<file path="src/rtl/pc_stack_pkg.sv">
// Shared types and helpers for the ez8 program-counter controller.
package pc_stack_pkg;

  // Controller state. STOPPED and ERROR are left only through reset.
  typedef enum logic [1:0] {
    ST_RUN     = 2'd0,
    ST_STOPPED = 2'd1,
    ST_ERROR   = 2'd2
  } pc_state_e;

  // Width of a stack occupancy counter that must be able to hold 0..depth.
  function automatic int stack_lvl_w(input int depth);
    return $clog2(depth + 1);
  endfunction

endpackage

</file>
<file path="src/rtl/pc_stack_ctrl_call_stack.sv">
// call_stack: register-array LIFO holding return addresses.
// The top entry is readable combinationally. The caller never issues push
// and pop in the same cycle; a push when full or a pop when empty is dropped.
module call_stack
  import pc_stack_pkg::*;
#(
  parameter  int WIDTH = 12,
  parameter  int DEPTH = 8,
  localparam int LW    = stack_lvl_w(DEPTH),
  localparam int IW    = $clog2(DEPTH)
) (
  input  logic             clk,
  input  logic             reset,
  input  logic             push_i,
  input  logic             pop_i,
  input  logic [WIDTH-1:0] data_i,
  output logic [WIDTH-1:0] top_o,
  output logic [LW-1:0]    level_o,
  output logic             full_o,
  output logic             empty_o
);

  logic [WIDTH-1:0] mem_q [DEPTH];
  logic [LW-1:0]    level_q;
  logic [IW-1:0]    wr_idx;
  logic [IW-1:0]    rd_idx;

  // The next free slot is indexed by the occupancy; the top sits one below it.
  assign wr_idx  = level_q[IW-1:0];
  assign rd_idx  = IW'(level_q - LW'(1));
  assign full_o  = (level_q == LW'(DEPTH));
  assign empty_o = (level_q == '0);
  assign level_o = level_q;
  assign top_o   = empty_o ? '0 : mem_q[rd_idx];

  // Storage write: entries need no reset since occupancy gates every read.
  always_ff @(posedge clk) begin
    if (push_i && !full_o) begin
      mem_q[wr_idx] <= data_i;
    end
  end

  // Occupancy counter with synchronous active-low reset.
  always_ff @(posedge clk) begin
    if (!reset) begin
      level_q <= '0;
    end else if (push_i && !full_o) begin
      level_q <= level_q + LW'(1);
    end else if (pop_i && !empty_o) begin
      level_q <= level_q - LW'(1);
    end
  end

endmodule

</file>
<file path="src/rtl/pc_stack_ctrl.sv">
// pc_stack_ctrl: program-counter controller for the ez8 fetch stage.
// Drives the registered-read instruction memory address and a kill flag that
// squashes the instruction in decode after taken branches, returns and skips.
// Optional feature macro: PC_IRQ_EN adds the irq port and interrupt entry.
// Handshake: there is no valid/ready pair; pause=1 freezes every register,
// and control inputs are honoured only while running, unpaused and not killed.
module pc_stack_ctrl
  import pc_stack_pkg::*;
#(
  parameter  int ADDR_WIDTH  = 12,
  parameter  int STACK_DEPTH = 8,
  parameter  int IRQ_VECTOR  = 1,
  localparam int LVL_W       = stack_lvl_w(STACK_DEPTH)
) (
  input  logic                  clk,
  input  logic                  reset,
  input  logic                  pause,
  input  logic [ADDR_WIDTH-1:0] goto_addr,
  input  logic                  goto,
  input  logic                  call,
  input  logic                  ret,
  input  logic                  skip,
`ifdef PC_IRQ_EN
  input  logic                  irq,
`endif
  output logic [ADDR_WIDTH-1:0] pc_out,
  output logic                  kill,
  output logic                  stopped,
  output logic                  error,
  output logic [LVL_W-1:0]      stack_level,
  output pc_state_e             dbg_state
);

  pc_state_e             state_q, state_d;
  logic [ADDR_WIDTH-1:0] pc_q, pc_d;
  logic [ADDR_WIDTH-1:0] dec_pc_q, dec_pc_d;
  logic                  kill_q, kill_d;

  logic                  push, pop;
  logic [ADDR_WIDTH-1:0] push_data;
  logic [ADDR_WIDTH-1:0] top;
  logic [LVL_W-1:0]      level;
  logic                  full, empty;
  logic                  advance, act;

`ifdef PC_IRQ_EN
  localparam logic [ADDR_WIDTH-1:0] IRQ_VEC = ADDR_WIDTH'(IRQ_VECTOR);
  logic                  in_irq_q, in_irq_d;
  logic [LVL_W-1:0]      irq_level_q, irq_level_d;
`endif

  call_stack #(
    .WIDTH (ADDR_WIDTH),
    .DEPTH (STACK_DEPTH)
  ) u_stack (
    .clk     (clk),
    .reset   (reset),
    .push_i  (push),
    .pop_i   (pop),
    .data_i  (push_data),
    .top_o   (top),
    .level_o (level),
    .full_o  (full),
    .empty_o (empty)
  );

  // Next-state logic: priority ret > call > goto > skip > (irq) > sequential.
  always_comb begin
    state_d   = state_q;
    pc_d      = pc_q;
    dec_pc_d  = dec_pc_q;
    kill_d    = kill_q;
    push      = 1'b0;
    pop       = 1'b0;
    push_data = dec_pc_q + ADDR_WIDTH'(1);
`ifdef PC_IRQ_EN
    in_irq_d    = in_irq_q;
    irq_level_d = irq_level_q;
`endif
    advance = (state_q == ST_RUN) && !pause;
    act     = advance && !kill_q;

    if (state_q != ST_RUN) begin
      kill_d = 1'b1;
    end else if (advance) begin
      dec_pc_d = pc_q;
      pc_d     = pc_q + ADDR_WIDTH'(1);
      kill_d   = 1'b0;
      if (act) begin
        if (ret) begin
          kill_d = 1'b1;
          if (empty) begin
            state_d = ST_ERROR;
            pc_d    = pc_q;
          end else begin
            pc_d = top;
            pop  = 1'b1;
`ifdef PC_IRQ_EN
            if (in_irq_q && ((level - LVL_W'(1)) == irq_level_q)) begin
              in_irq_d = 1'b0;
            end
`endif
          end
        end else if (call && full) begin
          kill_d  = 1'b1;
          state_d = ST_ERROR;
          pc_d    = pc_q;
        end else if (call || goto) begin
          // A call pushes its return address and then behaves as a goto.
          kill_d = 1'b1;
          push   = call;
          if (goto_addr == dec_pc_q) begin
            state_d = ST_STOPPED;
            pc_d    = pc_q;
          end else begin
            pc_d = goto_addr;
          end
        end else if (skip) begin
          kill_d = 1'b1;
`ifdef PC_IRQ_EN
        end else if (irq && !in_irq_q) begin
          // The squashed decode instruction is re-executed on return.
          kill_d = 1'b1;
          if (full) begin
            state_d = ST_ERROR;
            pc_d    = pc_q;
          end else begin
            push        = 1'b1;
            push_data   = dec_pc_q;
            pc_d        = IRQ_VEC;
            in_irq_d    = 1'b1;
            irq_level_d = level;
          end
`endif
        end
      end
    end
  end

  // State register with synchronous active-low reset overriding pause.
  always_ff @(posedge clk) begin
    if (!reset) begin
      state_q  <= ST_RUN;
      pc_q     <= '0;
      dec_pc_q <= '0;
      kill_q   <= 1'b1;
    end else begin
      state_q  <= state_d;
      pc_q     <= pc_d;
      dec_pc_q <= dec_pc_d;
      kill_q   <= kill_d;
    end
  end

`ifdef PC_IRQ_EN
  // Interrupt bookkeeping: nesting is blocked while a handler is active.
  always_ff @(posedge clk) begin
    if (!reset) begin
      in_irq_q    <= 1'b0;
      irq_level_q <= '0;
    end else begin
      in_irq_q    <= in_irq_d;
      irq_level_q <= irq_level_d;
    end
  end
`endif

  assign pc_out      = pc_q;
  assign kill        = kill_q;
  assign stopped     = (state_q != ST_RUN);
  assign error       = (state_q == ST_ERROR);
  assign stack_level = level;
  assign dbg_state   = state_q;

endmodule

</file>
<file path="config.mk">
export PLATFORM = sky130hd
export DESIGN_NAME = pc_stack_ctrl
export DESIGN_NICKNAME = d
export VERILOG_FILES = /design/src/rtl/pc_stack_pkg.sv /design/src/rtl/pc_stack_ctrl_call_stack.sv /design/src/rtl/pc_stack_ctrl.sv
export SDC_FILE = /design/constraint.sdc
export NUM_CORES = 1
export LEC_CHECK = 0
export ABC_AREA = 1
export CAP_MARGIN = 40
export CORE_UTILIZATION = 50
export DETAILED_ROUTE_END_ITERATION = 10
export HOLD_SLACK_MARGIN = 0.06
export PLACE_DENSITY = 0.73
export SLEW_MARGIN = 20
export SYNTH_ARGS = -nofsm -noshare
export SYNTH_HDL_FRONTEND = slang
export SYNTH_SLANG_ARGS = --single-unit
</file>
<file path="constraint.sdc">
create_clock -name clk -period 6.5 [get_ports clk]
set_input_delay 0.975 -clock clk [delete_from_list [all_inputs] [get_ports clk]]
set_output_delay 0.975 -clock clk [all_outputs]
set_load 0.05 [all_outputs]
</file>
==> run summary <==
Crit path time final = 3.485 ns
Crit. End Element = flop
Crit path max-delay family = buffers and inverters
Mapped Area = 0.006237 mm^2
Crit. Startpoint = u_stack.level_o[0]$_SDFFE_PN0P_
DIE AREA = 0.01293 mm^2
Outcome = completed
Initial Util = 51.71%
Final WL = 16680 um
Post-synthesis sequential area ratio = 56.17%
Commonest non-fill, non-tap cell in the layout = nand2_1
Kind of critical path = reg2reg
Clk Latency, worst-skew pair = 0.44 ns
Static Leak = 2.713 nW
Mapped Avg Cell Area = 9.053 um^2
Clk slew on worst S/H paths = 0.06 ns
Critical path data arrival time = 3.84 ns
Resize count post-CTS = 0
FMAX = 286.9 MHz
DR WL/cell = 18.37 um
Max-Cap Viols = 0
Reg2Reg Depth = 12
Core area = 0.01206 mm^2
Overall Global Routing Usage = 27.17%
WP depth = 12
Commonest cells after routing, fill and taps aside = nand2_1, nor2_1, edfxtp_1, o21ai_0, nand3_1
Synthesis-stage register bit count = 127
Largest family of logic cells by synthesized area = simple AND/OR/NAND/NOR gates
Slew Viols, Final = 0
Post-Synth Simple-Gate Area = 22.49%
Crit path largest cell delay = 0.55 ns
Die X-Extent = 113.7 um
Final worst slack = 3.015 ns
# DRC = 0
CTS HTree Levels = 4
Final ANT Viol Nets = 0
CTS tree = built
Final hold vios = 0
Peak supply drop = 0.2162 mV
WP buf/inv = 3
CTS Hold Bufs = 0
Critical path's most frequent cell = nand2_1
Final GP Congestion = 0.9528
Xor and xnor area share after synthesis = 2.648%
Slew @ Worst Pin = 0.8770 ns
FF-to-FF Start = u_stack.level_o[0]$_SDFFE_PN0P_
Hold WC Path Type = reg2reg
Multiplexer area fraction after synthesis = 0%
Hpwl dp = 11530 um
I/O Buffers = 39
Synth Area in Adders = 1.003%
DR vias = 5091
Area growth syn-to-layout = 18.23%
Post-CTS Setup Inserts = 0
Final std cells w/o fill = 908
Site Rows = 40
Vias in the first global route = 4697
Finish-stage setup viols = 0
Inserted Diodes = 0
Max Root-Sink Buffers = 2
Fillcell total = 1016
Yosys warns = 0
Largest net degree at the start of global routing = 55
Clock Skews = 0.01163 ns
Initial drt markers = 695
CP Launch Type = flop
CP Cell Sequence = buf_4 > inv_2 > ha_1 > xnor2_2 > inv_1 > o211ai_1 > nand2_1 > nand2_1 > nand2_1 > nand2_1 > nand2_1 > a21oi_2
RSZ-0062 raised after global routing = false
DR vias/cell = 5.607
Clk sink count = 127
First-pass GRT wire length = 25540 um
Syn nets = 713
Setup TNS = 0 ns
FF-to-FF setup slack = 3.01 ns
Tcrit/Tclk final = 53.62%
Ports = 40
Synth Instances = 689
Total congestion overflow = 0
Initial antenna violation count = 0
Total CTS buffers = 17
First-pass iteration count of the detailed router = 5
Pre-CTS WS = 2.552 ns
Post-synthesis cell type count = 35
Rel. slew slack = 41.33%
Placed cells = 870
CP Capture Point = pc_out[2]$_SDFFE_PN0P_
Die H = 113.7 um
HP Start = dbg_state[1]$_SDFFE_PN0P_
Pwr/cell area = 277.0 mW/mm^2
Crit-path max FO = 54
Post-synthesis compound-gate area fraction = 11.96%
Share of layout cells above drive strength 1 = 12.43%
Layout net count = 751
Clock Tree Root = clkbuf_16
Required time of the critical path = 6.86 ns
Slowest CP cell = xnor2_2
Reg2reg end = pc_out[2]$_SDFFE_PN0P_
[routing by layer]
metal | part of all wire (%) | track usage [%] | wire, um
met1 | 41 | 37.19 | 6772
met2 | 47 | 41.99 | 7768
met3 | 11 | 7.492 | 1771
met4 | 2.2 | 8.860 | 372
met5 | 0 | 0 | 0
[layout make-up]
type,instances,area (um^2),area share [%]
multi-input combinational,482,2401,32.56
sequential,127,3503,47.51
inverter,46,175.2,2.375
clock inverter,14,132.6,1.798
clock buffer,18,429.2,5.819
timing repair buffer,53,523.0,7.092
tap,168,210.2,2.850
[cells by family after synthesis]
| logic type | count (synthesis) |
|---|---|
| adders and majority gates | 5 |
| xor gates and xnor gates | 18 |
| DFF | 127 |
| buffers and inverters | 80 |
| and+or+nand+nor | 328 |
| AOI/OAI and AO/OA | 131 |
[cell usage after synthesis, drive strengths merged]
cell type / n / area (um^2)
clkbuf: 11 / 41.29
nand4: 5 / 31.28
a211oi: 2 / 15.01
ha: 5 / 62.56
nand3: 42 / 210.2
xor2: 15 / 131.4
buf: 23 / 141.4
nor2: 132 / 535.5
a21boi: 1 / 18.77
a31oi: 1 / 6.260
o211ai: 7 / 52.55
nor4: 2 / 12.51
inv: 46 / 175.2
dfxtp: 31 / 620.6
a41oi: 1 / 27.53
nand2: 140 / 575.6
edfxtp: 96 / 2883
nand3b: 1 / 7.510
xnor2: 3 / 33.79
nor3: 6 / 30.03
o21ai: 79 / 395.4
a21oi: 40 / 230.2
[worst min-delay path by stage]
stage | endpoint | slack, ns | depth (start not counted)
after CTS | dbg_state[1]$_SDFFE_PN0P_ | 0.52 | 2
final | dbg_state[1]$_SDFFE_PN0P_ | 0.51 | 2
after global placement | dbg_state[1]$_SDFFE_PN0P_ | 0.50 | 2
after floorplan | dec_pc_q[4]$_SDFFE_PN0P_ | 0.49 | 2
after global routing | dbg_state[1]$_SDFFE_PN0P_ | 0.53 | 2
after detailed placement | dbg_state[1]$_SDFFE_PN0P_ | 0.51 | 2
[power breakdown]
part           leakage [nW]  switching (mW)  total, mW  internal, mW
registers              1.13          0.0180      0.907         0.889
clock network         0.268           0.372      0.902         0.530
logic                  1.31           0.160      0.233        0.0732
[per-stage QoR]
stage               area, um^2  total power [mW]  utilization [%]  hold WS [ns]
floorplan                 6237             1.071                -        0.4865
global placement          6695             1.141            55.51        0.4998
detailed placement        6760             1.148            56.05        0.5094
CTS                       7322             2.040            60.71        0.5171
global route              7375             2.102            61.14        0.5298
finish                    7375             2.042            61.14        0.5139
[sequential cells by signal, indices dropped and copies added, names as in the netlist]
signal / cells
kill: 1
dbg_state: 2
u_stack.mem_q: 96
dec_pc_q: 12
u_stack.level_o: 4
pc_out: 12
[worst min-delay path, cell delays in order (launching register included)]
cell     delay (ns)
dfxtp_1        0.32
inv_2          0.08
a21oi_1        0.06
(Power assumes the default switching activity.)
